$ cat src/rtl/prv_pkg.sv
// Shared PRV32 definitions: IU state codes, BIU FSM states and the reset instruction.
package prv_pkg;

  localparam logic [2:0] ST_FETCH = 3'b000;
  localparam logic [2:0] ST_EXEC  = 3'b001;
  localparam logic [2:0] ST_MEM   = 3'b010;
  localparam logic [2:0] ST_WB    = 3'b011;
  localparam logic [2:0] ST_TRAP  = 3'b100;

  typedef enum logic [1:0] {
    BIU_IDLE,
    BIU_FETCH,
    BIU_MEM,
    BIU_DONE
  } biu_state_t;

  localparam logic [31:0] NOP = 32'h0000_0013;

endpackage

$ cat src/rtl/prv_biu_align.sv
// Byte-lane steering: store byte enables/data replication and load lane select/extension.
module prv_biu_align (
  input  logic [1:0]  st_off,
  input  logic        st_b,
  input  logic        st_h,
  input  logic [31:0] st_data,
  output logic [3:0]  be,
  output logic [31:0] wdata,
  input  logic [1:0]  ld_off,
  input  logic        ld_b,
  input  logic        ld_h,
  input  logic        ld_sext,
  input  logic [31:0] bus_rdata,
  output logic [31:0] ld_data
);

  logic [31:0] shifted;

  always_comb begin
    be    = 4'b1111;
    wdata = st_data;
    if (st_b) begin
      be    = 4'b0001 << st_off;
      wdata = {4{st_data[7:0]}};
    end else if (st_h) begin
      be    = st_off[1] ? 4'b1100 : 4'b0011;
      wdata = {2{st_data[15:0]}};
    end
  end

  always_comb begin
    shifted = bus_rdata >> {ld_off, 3'b000};
    ld_data = bus_rdata;
    if (ld_b)
      ld_data = {{24{ld_sext & shifted[7]}}, shifted[7:0]};
    else if (ld_h)
      ld_data = {{16{ld_sext & shifted[15]}}, shifted[15:0]};
  end

endmodule

$ cat src/rtl/prv_biu.sv
// PRV32 bus interface unit: one fetch or load/store per IU request on a valid/ack bus,
// with timeout, alignment checks and one-cycle completion/fault pulses.
module prv_biu #(
  parameter int unsigned TIMEOUT = 15,
  parameter logic [31:0] NOP     = prv_pkg::NOP
) (
  input  logic        clk,
  input  logic        rst,
  input  logic [2:0]  statu,
  input  logic [31:0] pc,
  input  logic [31:0] mem_addr,
  input  logic [31:0] mem_wdata,
  input  logic        w8,
  input  logic        w16,
  input  logic        w32,
  input  logic        r8,
  input  logic        r16,
  input  logic        r32,
  input  logic        lb,
  input  logic        lh,
  output logic        rdy_biu,
  output logic [31:0] ins,
  output logic [31:0] rdata,
  output logic        ins_addr_mis,
  output logic        ins_acc_fault,
  output logic        addr_mis,
  output logic        load_acc_fault,
  output logic        bus_req,
  output logic        bus_we,
  output logic [31:0] bus_addr,
  output logic [3:0]  bus_be,
  output logic [31:0] bus_wdata,
  input  logic        bus_ack,
  input  logic        bus_err,
  input  logic [31:0] bus_rdata
);
  import prv_pkg::*;

  localparam int unsigned CW = (TIMEOUT < 2) ? 1 : $clog2(TIMEOUT);

  biu_state_t state, state_nx;

  logic [CW-1:0] cnt;
  logic          is_store, is_load, start_fetch, start_mem, busy, timed_out, fault;
  logic          sz_b, sz_h;
  logic [1:0]    ld_off;
  logic          ld_b, ld_h, ld_sext;
  logic [3:0]    st_be;
  logic [31:0]   st_wdata, ld_data;

  assign ins_addr_mis = (statu == ST_FETCH) && (pc[1:0] != 2'b00);
  assign addr_mis     = (statu == ST_MEM) &&
                        (((w16 | r16) & mem_addr[0]) | ((w32 | r32) & (mem_addr[1:0] != 2'b00)));

  assign is_store    = w8 | w16 | w32;
  assign is_load     = r8 | r16 | r32 | lb | lh;
  assign start_fetch = (state == BIU_IDLE) && (statu == ST_FETCH) && (pc[1:0] == 2'b00);
  assign start_mem   = (state == BIU_IDLE) && (statu == ST_MEM) && !addr_mis && (is_store | is_load);
  assign busy        = (state == BIU_FETCH) || (state == BIU_MEM);
  // The edge that ends the TIMEOUT-th request cycle is where the counter still reads TIMEOUT-1.
  assign timed_out   = (cnt == CW'(TIMEOUT - 1));
  assign fault       = bus_err | timed_out;

  assign sz_b = is_store ? w8  : (r8 | lb);
  assign sz_h = is_store ? w16 : (r16 | lh);

  prv_biu_align u_align (
    .st_off    (mem_addr[1:0]),
    .st_b      (sz_b),
    .st_h      (sz_h),
    .st_data   (mem_wdata),
    .be        (st_be),
    .wdata     (st_wdata),
    .ld_off    (ld_off),
    .ld_b      (ld_b),
    .ld_h      (ld_h),
    .ld_sext   (ld_sext),
    .bus_rdata (bus_rdata),
    .ld_data   (ld_data)
  );

  always_ff @(posedge clk) begin
    if (rst) state <= BIU_IDLE;
    else     state <= state_nx;
  end

  always_comb begin
    state_nx = state;
    case (state)
      BIU_IDLE: begin
        if (start_fetch)    state_nx = BIU_FETCH;
        else if (start_mem) state_nx = BIU_MEM;
      end
      BIU_FETCH, BIU_MEM: begin
        if (bus_ack | fault) state_nx = BIU_DONE;
      end
      default: state_nx = BIU_IDLE;
    endcase
  end

  always_ff @(posedge clk) begin
    if (rst) begin
      bus_req        <= 1'b0;
      bus_we         <= 1'b0;
      bus_addr       <= '0;
      bus_be         <= '0;
      bus_wdata      <= '0;
      rdy_biu        <= 1'b0;
      ins_acc_fault  <= 1'b0;
      load_acc_fault <= 1'b0;
      ins            <= NOP;
      rdata          <= '0;
      cnt            <= '0;
      ld_off         <= '0;
      ld_b           <= 1'b0;
      ld_h           <= 1'b0;
      ld_sext        <= 1'b0;
    end else begin
      rdy_biu        <= 1'b0;
      ins_acc_fault  <= 1'b0;
      load_acc_fault <= 1'b0;
      if (start_fetch) begin
        bus_req  <= 1'b1;
        bus_we   <= 1'b0;
        bus_addr <= {pc[31:2], 2'b00};
        bus_be   <= '1;
        cnt      <= '0;
      end else if (start_mem) begin
        bus_req   <= 1'b1;
        bus_we    <= is_store;
        bus_addr  <= {mem_addr[31:2], 2'b00};
        bus_be    <= st_be;
        bus_wdata <= st_wdata;
        cnt       <= '0;
        ld_off    <= mem_addr[1:0];
        ld_b      <= r8 | lb;
        ld_h      <= r16 | lh;
        ld_sext   <= lb | lh;
      end else if (busy) begin
        if (fault) begin
          bus_req <= 1'b0;
          if (state == BIU_FETCH) ins_acc_fault  <= 1'b1;
          else                    load_acc_fault <= 1'b1;
        end else if (bus_ack) begin
          bus_req <= 1'b0;
          rdy_biu <= 1'b1;
          if (state == BIU_FETCH) ins   <= bus_rdata;
          else if (!bus_we)       rdata <= ld_data;
        end else begin
          cnt <= cnt + 1'b1;
        end
      end
    end
  end

endmodule

$ cat config.mk
export PLATFORM = sky130hd
export DESIGN_NAME = prv_biu
export DESIGN_NICKNAME = d
export VERILOG_FILES = /design/src/rtl/prv_pkg.sv /design/src/rtl/prv_biu_align.sv /design/src/rtl/prv_biu.sv
export SDC_FILE = /design/constraint.sdc
export NUM_CORES = 1
export LEC_CHECK = 0
export ABC_AREA = 1
export BUFFER_PORTS_ARGS = -buffer_cell sky130_fd_sc_hd__buf_4
export CAP_MARGIN = 20
export CELL_PAD_IN_SITES_DETAIL_PLACEMENT = 1
export CELL_PAD_IN_SITES_GLOBAL_PLACEMENT = 1
export CORE_MARGIN = 5
export CORE_UTILIZATION = 36
export CTS_CLUSTER_DIAMETER = 120
export DETAILED_ROUTE_END_ITERATION = 12
export PLACE_DENSITY = 0.91
export REMOVE_ABC_BUFFERS = 1
export SYNTH_ARGS = -nofsm -noshare
export SYNTH_HDL_FRONTEND = slang
export SYNTH_SLANG_ARGS = --single-unit
$ cat constraint.sdc
create_clock -name clk -period 3.3 [get_ports clk]
set_input_delay 0.66 -clock clk [delete_from_list [all_inputs] [get_ports clk]]
set_output_delay 0.66 -clock clk [all_outputs]
set_load 0.02 [all_outputs]
==> impl_results.md, run 1 <==
* Warning count from the yosys run at 0
* Pwr dens at 550 nW/um2
* DRC Markers at 0
* RSZ-0062 raised after global routing: false
* Post-synthesis cell type count at 37
* Crit path depth at 7
* H-Tree Depth at 4
* Avg Inst Size Synth at 6.50 um2
* Hold WC Path Type: flop to flop
* Mapped Cells at 1107
* Largest net degree at the start of global routing at 65
* Setup WS post-layout at 0.746 ns
* Compound-Gate Fraction of Synth Area at 0.137
* Die W at 151 um
* Post CTS Setup Buffer Count at 0
* CP Max Fanout at 64
* Cell mode on critical path: inv_1
* Resize count post-CTS at 0
* Leakage at 5.33 nW
* Setup TNS Final at 0 ns
* Global Route Usage Sum at 0.238
* Pint at 3.72 mW
* Drt total wl at 27500 um
* FF+latch area at 2920 um2
* Cell Rows at 51
* Critical Path Source Type: flop
* Clk sink count at 146
* Cell family with most CP delay: simple AND/OR/NAND/NOR gates
* Clock slew at reported path FFs at 0.06 ns
* Largest cells by area after synthesis: dfxtp_1 41%, nand2_1 16%, nor2_1 12%
* # nets final at 1508
* CP Cell Sequence: inv_1 > ha_1 > inv_1 > nor3_1 > nand4_4 > o21bai_1 > nor2_1
* Final period util at 0.774
* WL per Instance at 16.8 um
* DP Worst Slack at 0.560 ns
* Root Driver: clkbuf_16
* Initial drt markers at 267
* Pre-Repair DR Iteration Count at 4
* Post-synth top area share at 0.406
* Worst-Margin Slew at 0.925 ns
* Max_cap viols at 0
* Setup crit end kind: flop
* Seq cells post-synth at 146
* Synth-to-layout area growth at 39.1%
* Initial antenna violation count at 2
* Sequential fraction of design power at 0.372
* Fillcell total at 2624
* Outcome: finished, final reports clean
* F_max at 0.392 GHz
* CTS tree: done
* Hold-fix buffers, CTS at 0
* Adder-cell area share of the yosys netlist at 0.0104
* Core area at 19600 um2
* Vias at 7978
* Via density at 4.87
* Slowest CP cell: nand4_4
* Normalized max-slew margin at 0.381
* Simple-gate share of the synthesized area at 0.331
* Main combinational cell family by area after synthesis: simple AND/OR/NAND/NOR gates
* Switching pwr at 1.79 mW
* Combinational power share at 0.255
* Die height at 151 um
* Worst Path Arrival at 2.86 ns
* WHS Path Cells at 2
* Slew Viols, Final at 0
* Ports at 282
* Period minus WS final at 2.55 ns
* Layout Cells excl Fill at 1639
* Register area share after synthesis at 0.406
* Multi-input gate area at 3470 um2
* WHS at 0.461 ns
* Area share of xor/xnor cells in the synthesized design at 0.00122
* Sw frac at 0.325
* Number of buffers added on ports at 279
* DP Cell Count at 1605
* CP Buf/Inv Count at 2
* Clk pwr share at 0.373
* Full die area at 22900 um2
* Gpl congestion at 0.811
* Final count of hold timing violations at 0
* Total power at 5.52 mW
* Grt ovf at 0
* Reg2Reg Depth at 7
* CTS Buf Count at 17
* Post-synthesis mux area share at 0
* Critical Path RT at 3.60 ns
* Clock Path Buffers at 2
* Slowest stage delay, CP at 0.73 ns
* Initial core utilization at 0.368
* First-pass GRT wire length at 42700 um
* WS Path Type: flop to flop
* Final setup violation count at 0
* Post-synth top area cell: dfxtp_1
* VDD IR max at 344 uV
* Clock Latency Late Sink at 0.42 ns
* Mapped Area at 7200 um2
* Share of layout cells above drive strength 1 at 0.258
* Final Skew at 0.00808 ns
* DP HPWL at 20600 um
* Post-route ant nets at 0
* Number of global-route vias before repair at 8261
layout by cell type, fill, tap and decap left out, types with 2 or more instances in the layout:
cell / synthesis / layout
a21oi_1: 51 / 51
a21oi_2: 5 / 5
buf_12: 0 / 2
buf_4: 7 / 291
bufinv_16: 0 / 3
clkbuf_16: 0 / 17
clkinv_2: 0 / 2
clkinvlp_4: 0 / 6
conb_1: 1 / 2
dfxtp_1: 146 / 146
diode_2: 0 / 2
ha_1: 6 / 6
inv_1: 113 / 113
inv_2: 7 / 6
inv_6: 0 / 2
nand2_1: 300 / 300
nand3_1: 32 / 32
nand3_2: 3 / 3
nand4_1: 3 / 3
nand4_4: 2 / 2
nor2_1: 238 / 237
nor2_2: 3 / 4
nor2_4: 3 / 3
nor3_1: 3 / 3
o211ai_1: 14 / 14
o21ai_0: 76 / 76
o21ai_1: 22 / 22
o22ai_1: 7 / 7
cell type report:
cell class | instances | area share
flip-flops and latches | 146 | 0.292
diodes | 2 | 0.000500
inverters | 120 | 0.0451
clock buffers | 18 | 0.0438
multi-input cells | 781 | 0.346
clock inverters | 14 | 0.0177
repair buffers | 293 | 0.222
well taps | 265 | 0.0331
state kept, by name, summed over array words and instances, names as in the netlist:
name / cells
bus_addr: 30
bus_be: 4
bus_req: 1
bus_wdata: 32
bus_we: 1
cnt: 4
ins: 32
ins_acc_fault: 1
ld_b: 1
ld_h: 1
ld_off: 2
ld_sext: 1
load_acc_fault: 1
rdata: 32
rdy_biu: 1
state: 2
stage by stage:
stage          cell area, um2   util
6_report                10000  0.511
5_1_grt                 10000  0.511
4_1_cts                 10000  0.511
3_5_place_dp             9400  0.480
3_3_place_gp             9400  0.480
2_1_floorplan            6840      -
synth_stat cells:
cell type	count
nand4_1	3
nand2_4	1
o21ai_2	1
o21ai_1	22
nand3_2	3
nand3_1	32
o211ai_1	14
inv_2	7
nand2_2	1
a21oi_2	5
xor2_1	1
nor3b_1	1
inv_1	113
buf_8	1
a2111oi_0	1
dfxtp_1	146
nor2_4	3
buf_6	10
o21ai_0	76
nand2_8	1
clkbuf_1	19
nor3_1	3
o21bai_1	1
o22ai_1	7
buf_2	20
a21oi_1	51
a21boi_0	1
ha_1	6
a31oi_1	1
nand2_1	300
nor2_1	238
buf_1	4
nor2_2	3
buf_4	7
conb_1	1
o211ai_2	1
nand4_4	2
layer usage:
metal | up-vias | GRT usage | routed length, um
met5 | - | 0 | 0
met4 | 0 | 0.0834 | 700
met1 | 3769 | 0.261 | 10500
met3 | 41 | 0.0919 | 2500
met2 | 236 | 0.417 | 13700
li1 | 3932 | - | -
worst register-to-register path: stages, from the launching register on:
cell and delay [ns]:
dfxtp_1 0.41, inv_1 0.09, ha_1 0.34, inv_1 0.10, nor3_1 0.29, nand4_4 0.73, o21bai_1 0.42, nor2_1 0.07
path summary, 6_finish.rpt:
check / from / to / slack (ns)
hold reg to reg: ins[0] / ins[0] / 0.46
setup / recovery: state[0] / rdata[7] / 0.75
hold / removal: ins[0] / ins[0] / 0.46
setup reg to reg: state[0] / rdata[7] / 0.75
power by group through the flow:
| stage | clock network [mW] | logic, mW | registers [mW] |
|---|---|---|---|
| 2_1_floorplan | 0 | 0.561 | 2.28 |
| 3_3_place_gp | 0 | 1.36 | 2.08 |
| 3_5_place_dp | 0 | 1.41 | 2.09 |
| 4_1_cts | 2.08 | 1.43 | 2.06 |
| 5_1_grt | 2.18 | 1.56 | 2.08 |
| 6_report | 2.05 | 1.41 | 2.05 |
kinds of logic (layout without fill, tap and decap cells):
group,Yosys count,count (layout)
AO/OA/AOI/OAI,181,181
AND/OR/NAND/NOR,591,591
other,1,4
flip-flops,146,146
buffers and inverters,181,445
adder cells (fa/ha/maj),6,6
XOR/XNOR,1,1
No activity file was read; power rests on OpenSTA's default activity.
==> inputs of run 2 (changes only) <==
--- a/config.mk
+++ b/config.mk
@@ -5,16 +5,16 @@
 export SDC_FILE = /design/constraint.sdc
 export NUM_CORES = 1
 export LEC_CHECK = 0
-export ABC_AREA = 1
+export ABC_AREA = 0
 export BUFFER_PORTS_ARGS = -buffer_cell sky130_fd_sc_hd__buf_4
 export CAP_MARGIN = 20
 export CELL_PAD_IN_SITES_DETAIL_PLACEMENT = 1
 export CELL_PAD_IN_SITES_GLOBAL_PLACEMENT = 1
 export CORE_MARGIN = 5
-export CORE_UTILIZATION = 36
+export CORE_UTILIZATION = 34
 export CTS_CLUSTER_DIAMETER = 120
 export DETAILED_ROUTE_END_ITERATION = 12
-export PLACE_DENSITY = 0.91
+export PLACE_DENSITY = 0.85
 export REMOVE_ABC_BUFFERS = 1
 export SYNTH_ARGS = -nofsm -noshare
 export SYNTH_HDL_FRONTEND = slang
==> constraint.sdc (replaced) <==
create_clock -name clk -period 2.4 [get_ports clk]
set_input_delay 0.48 -clock clk [delete_from_list [all_inputs] [get_ports clk]]
set_output_delay 0.48 -clock clk [all_outputs]
set_load 0.02 [all_outputs]
==> run 2 against run 1 <==
Against the previous run:
- final cell count is 18% lower
- highest routed layer unchanged
- critical path depth is 3 higher
- clock power up 40%
- largest cell class unchanged
- flip-flop and latch count unchanged
- count of clock-buffer cells in the layout grew 2
- hold slack worse by 0.15 ns
- combinational power down 47%
==> impl_results.md, run 2 <==
* Outcome: finished, final reports clean
* Layout Cells excl Fill at 1352 (-18%)
* Mapped Area at 6630 um2 (-7.9%)
* Seq cells post-synth at 146 (unchanged)
* Critical Path Source Type: flop
* DP HPWL at 18700 um (-9.1%)
* R2R Setup Slk at 0.15 ns (-0.60 ns)
* Warning count from the yosys run at 0 (unchanged)
* CP Max Fanout at 24 (-63%)
* CP Buf/Inv Count at 4 (+2)
* Commonest non-fill, non-tap cells in the layout: 307 x buf_4, 148 x nor2_1, 145 x dfxtp_1
* WS Path Type: flop to flop
* Share of layout cells above drive strength 1 at 0.344 (+0.0860)
* Pre-Repair DR Iteration Count at 4 (unchanged)
* Most numerous cell in the Yosys netlist: nor2_1
* WL per Instance at 18.9 um (+13%)
* Number of flops mapped to enable cells by yosys at 0 (unchanged)
* Area share of xor/xnor cells in the synthesized design at 0.00396 (+0.00275)
* Leading post-synthesis cells by instance count: 148 x nor2_1, 146 x dfxtp_1, 127 x nand2_1
* DP Cell Count at 1317 (-18%)
* Worst-Margin Slew at 0.538 ns (-0.388 ns)
* Clock Path Buffers at 2 (unchanged)
* First-pass GRT wire length at 38900 um (-9.0%)
* Post-synthesis mux area share at 0.0849 (+0.0849)
* Simple-gate share of the synthesized area at 0.217 (-0.114)
* Cell family with most CP delay: simple AND/OR/NAND/NOR gates
* Clock slew at reported path FFs at 0.07 ns (about the same)
* VDD IR max at 476 uV (+38%)
* Number of global-route vias before repair at 7315 (-11%)
* Drt total wl at 25600 um (-6.9%)
* Ports at 282 (unchanged)
* Leakage at 4.10 nW (-23%)
* Post-synth top area cell: dfxtp_1
* DP Area at 9230 um2 (-1.8%)
* Compound-Gate Fraction of Synth Area at 0.186 (+0.0488)
* Initial drt markers at 295 (+10%)
* Clock Latency Late Sink at 0.42 ns (about the same)
* Final Skew at 0.0103 ns (+0.00223 ns)
* CP Cell Sequence: inv_1 > ha_2 > or4b_4 > nor3_2 > buf_6 > a211oi_4 > buf_4 > clkbuf_16 > nand2b_1 > a21oi_1
* Die W at 150 um (-1.2%)
* Die height at 150 um (-1.2%)
* CTS tree: done
* Via density at 5.17 (+6.2%)
* Clk pwr share at 0.468 (+0.095)
* Sequential fraction of design power at 0.409 (+0.037)
* Post-synthesis cell type count at 45 (+22%)
* RSZ-0062 raised after global routing: false
* Full die area at 22400 um2 (-2.3%)
* Clk sink count at 146 (unchanged)
* Commonest non-fill, non-tap cell in the layout: buf_4
* Critical Path RT at 2.75 ns (-0.85 ns)
* Combinational power share at 0.123 (-0.132)
* Final setup violation count at 0 (unchanged)
* Main combinational cell family by area after synthesis: simple AND/OR/NAND/NOR gates
* Setup crit end kind: flop
* Final Cell Area at 9920 um2 (-0.95%)
* Max_cap viols at 0 (unchanged)
* Adder-cell area share of the yosys netlist at 0.0113 (+0.000897)
* Avg Inst Size Synth at 8.26 um2 (+27%)
* Normalized max-slew margin at 0.642 (+0.261)
* Post-synth top area share at 0.441 (+0.0349)
* Switching pwr at 1.54 mW (-14%)
* CTS Buf Count at 17 (unchanged)
* Largest net degree at the start of global routing at 63 (-3.1%)
* Async S/R FF share, synth at 0 (unchanged)
* Slew Viols, Final at 0 (unchanged)
* Diodes inserted at 0 (-2)
* Worst Path Arrival at 2.61 ns (-0.25 ns)
* Core area at 19300 um2 (-1.3%)
* Setup WS post-layout at 0.146 ns (-0.601 ns)
* Slowest stage delay, CP at 0.48 ns (-0.25 ns)
* Initial antenna violation count at 0 (-2)
* Grt ovf at 0 (unchanged)
* Sw frac at 0.251 (-0.0735)
* Pint at 4.58 mW (+23%)
* Root Driver: clkbuf_16
* Global Route Usage Sum at 0.219 (-0.0185)
* Initial core utilization at 0.343 (-0.0247)
* Main synth FF type: dfxtp_1
* H-Tree Depth at 4 (unchanged)
* Gpl congestion at 0.796 (-1.9%)
* Period minus WS final at 2.25 ns (-0.299 ns)
* Final period util at 0.939 (+0.165)
* Hold-fix buffers, CTS at 0 (unchanged)
* Post-route ant nets at 0 (unchanged)
* Pwr dens at 616 nW/um2 (+12%)
* Register area share after synthesis at 0.441 (+0.0349)
* Cell Rows at 51 (unchanged)
* DRC Markers at 0 (unchanged)
* Slowest CP cell: or4b_4
* Largest cells by area after synthesis: dfxtp_1 44%, nor2_1 8.4%, mux2i_1 8.2%
* Number of buffers added on ports at 279 (unchanged)
* Largest registers: bus_wdata x32, ins x32, rdata x32
* DP Worst Slack at -0.108 ns (-0.667 ns)
* Synth-to-layout area growth at 49.7%
* Final count of hold timing violations at 0 (unchanged)
* Vias at 6992 (-12%)
* Mapped Cells at 803 (-27%)
* Hold WC Path Type: input port to flop
* F_max at 0.444 GHz (+13%)
* # nets final at 1223 (-19%)
* WHS at 0.314 ns (-0.147 ns)
==> run 2: cell types whose count changed in the layout (fill, tap and decap cells not counted), moves of 14 or more <==
cell      delta
nor2_1      -89
mux2i_1     +54
nand2_1    -174
buf_4       +16
nor3_1      +14
a311oi_1    +39
nand3_1     -23
o21ai_0     -71
a211oi_1    +36
inv_1      -100
o21ai_1     -22
==> run 2: cells by family after synthesis <==
family / count (synthesis)
AOI/OAI and AO/OA: 170
xor gates and xnor gates: 3
adders and majority gates: 6
buffers and inverters: 84
DFF: 146
muxes: 55
other: 1
and+or+nand+nor: 338
==> run 2: worst register-to-register path: stages (launching register included) <==
cell and delay (ns):
dfxtp_2 0.35, inv_1 0.10, ha_2 0.23, or4b_4 0.48, nor3_2 0.14, buf_6 0.18, a211oi_4 0.05, buf_4 0.15
clkbuf_16 0.19, nand2b_1 0.16, a21oi_1 0.14
==> run 2: repair_timing <==
item	in CTS	in global routing
buffers inserted	0	2
endpoints found under the hold margin	0	0
resized for setup	0	9
endpoints found under the setup margin	0	81
==> run 2: power groups by stage <==
stage	Clock, mW	Sequential [mW]	Combinational [mW]
floorplan	0	2.61	0.223
global placement	0	2.55	0.731
detailed placement	0	2.56	0.747
CTS	2.92	2.50	0.751
global route	3.03	2.51	0.815
finish	2.86	2.50	0.752
==> run 2: cell type report <==
type	instances	area, um2
Clock inverter	12	184
Inverter	13	48.8
Fill cell	2319	9410
Tap cell	265	332
Sequential cell	146	2920
Timing Repair Buffer	322	2590
Multi-Input combinational cell	574	3410
Clock buffer	20	437
==> run 2: metrics by stage <==
stage	total power, mW	util	setup TNS [ns]
2_1_floorplan	2.84	-	-171.41
3_3_place_gp	3.29	0.477	-1.34
3_5_place_dp	3.30	0.477	-4.28
4_1_cts	6.17	0.510	0
5_1_grt	6.35	0.513	0
6_report	6.12	0.513	0
==> run 2: routing by layer <==
| metal | global-route usage | vias to the layer above | share of wire |
|---|---|---|---|
| li1 | - | 3341 | - |
| met1 | 0.250 | 3365 | 0.39 |
| met5 | 0 | - | 0 |
| met4 | 0.0641 | 0 | 0.019 |
| met2 | 0.373 | 248 | 0.49 |
| met3 | 0.0945 | 38 | 0.11 |
==> run 2: path summary, 6_finish.rpt <==
check | end | depth (start not counted) | from
worst max register to register | rdata[1] | 10 | state[1]
worst max-delay path | rdata[1] | 10 | state[1]
worst min-delay path | ins[3] | 3 | bus_rdata[3]
worst min register to register | bus_wdata[4] | 2 | bus_wdata[4]
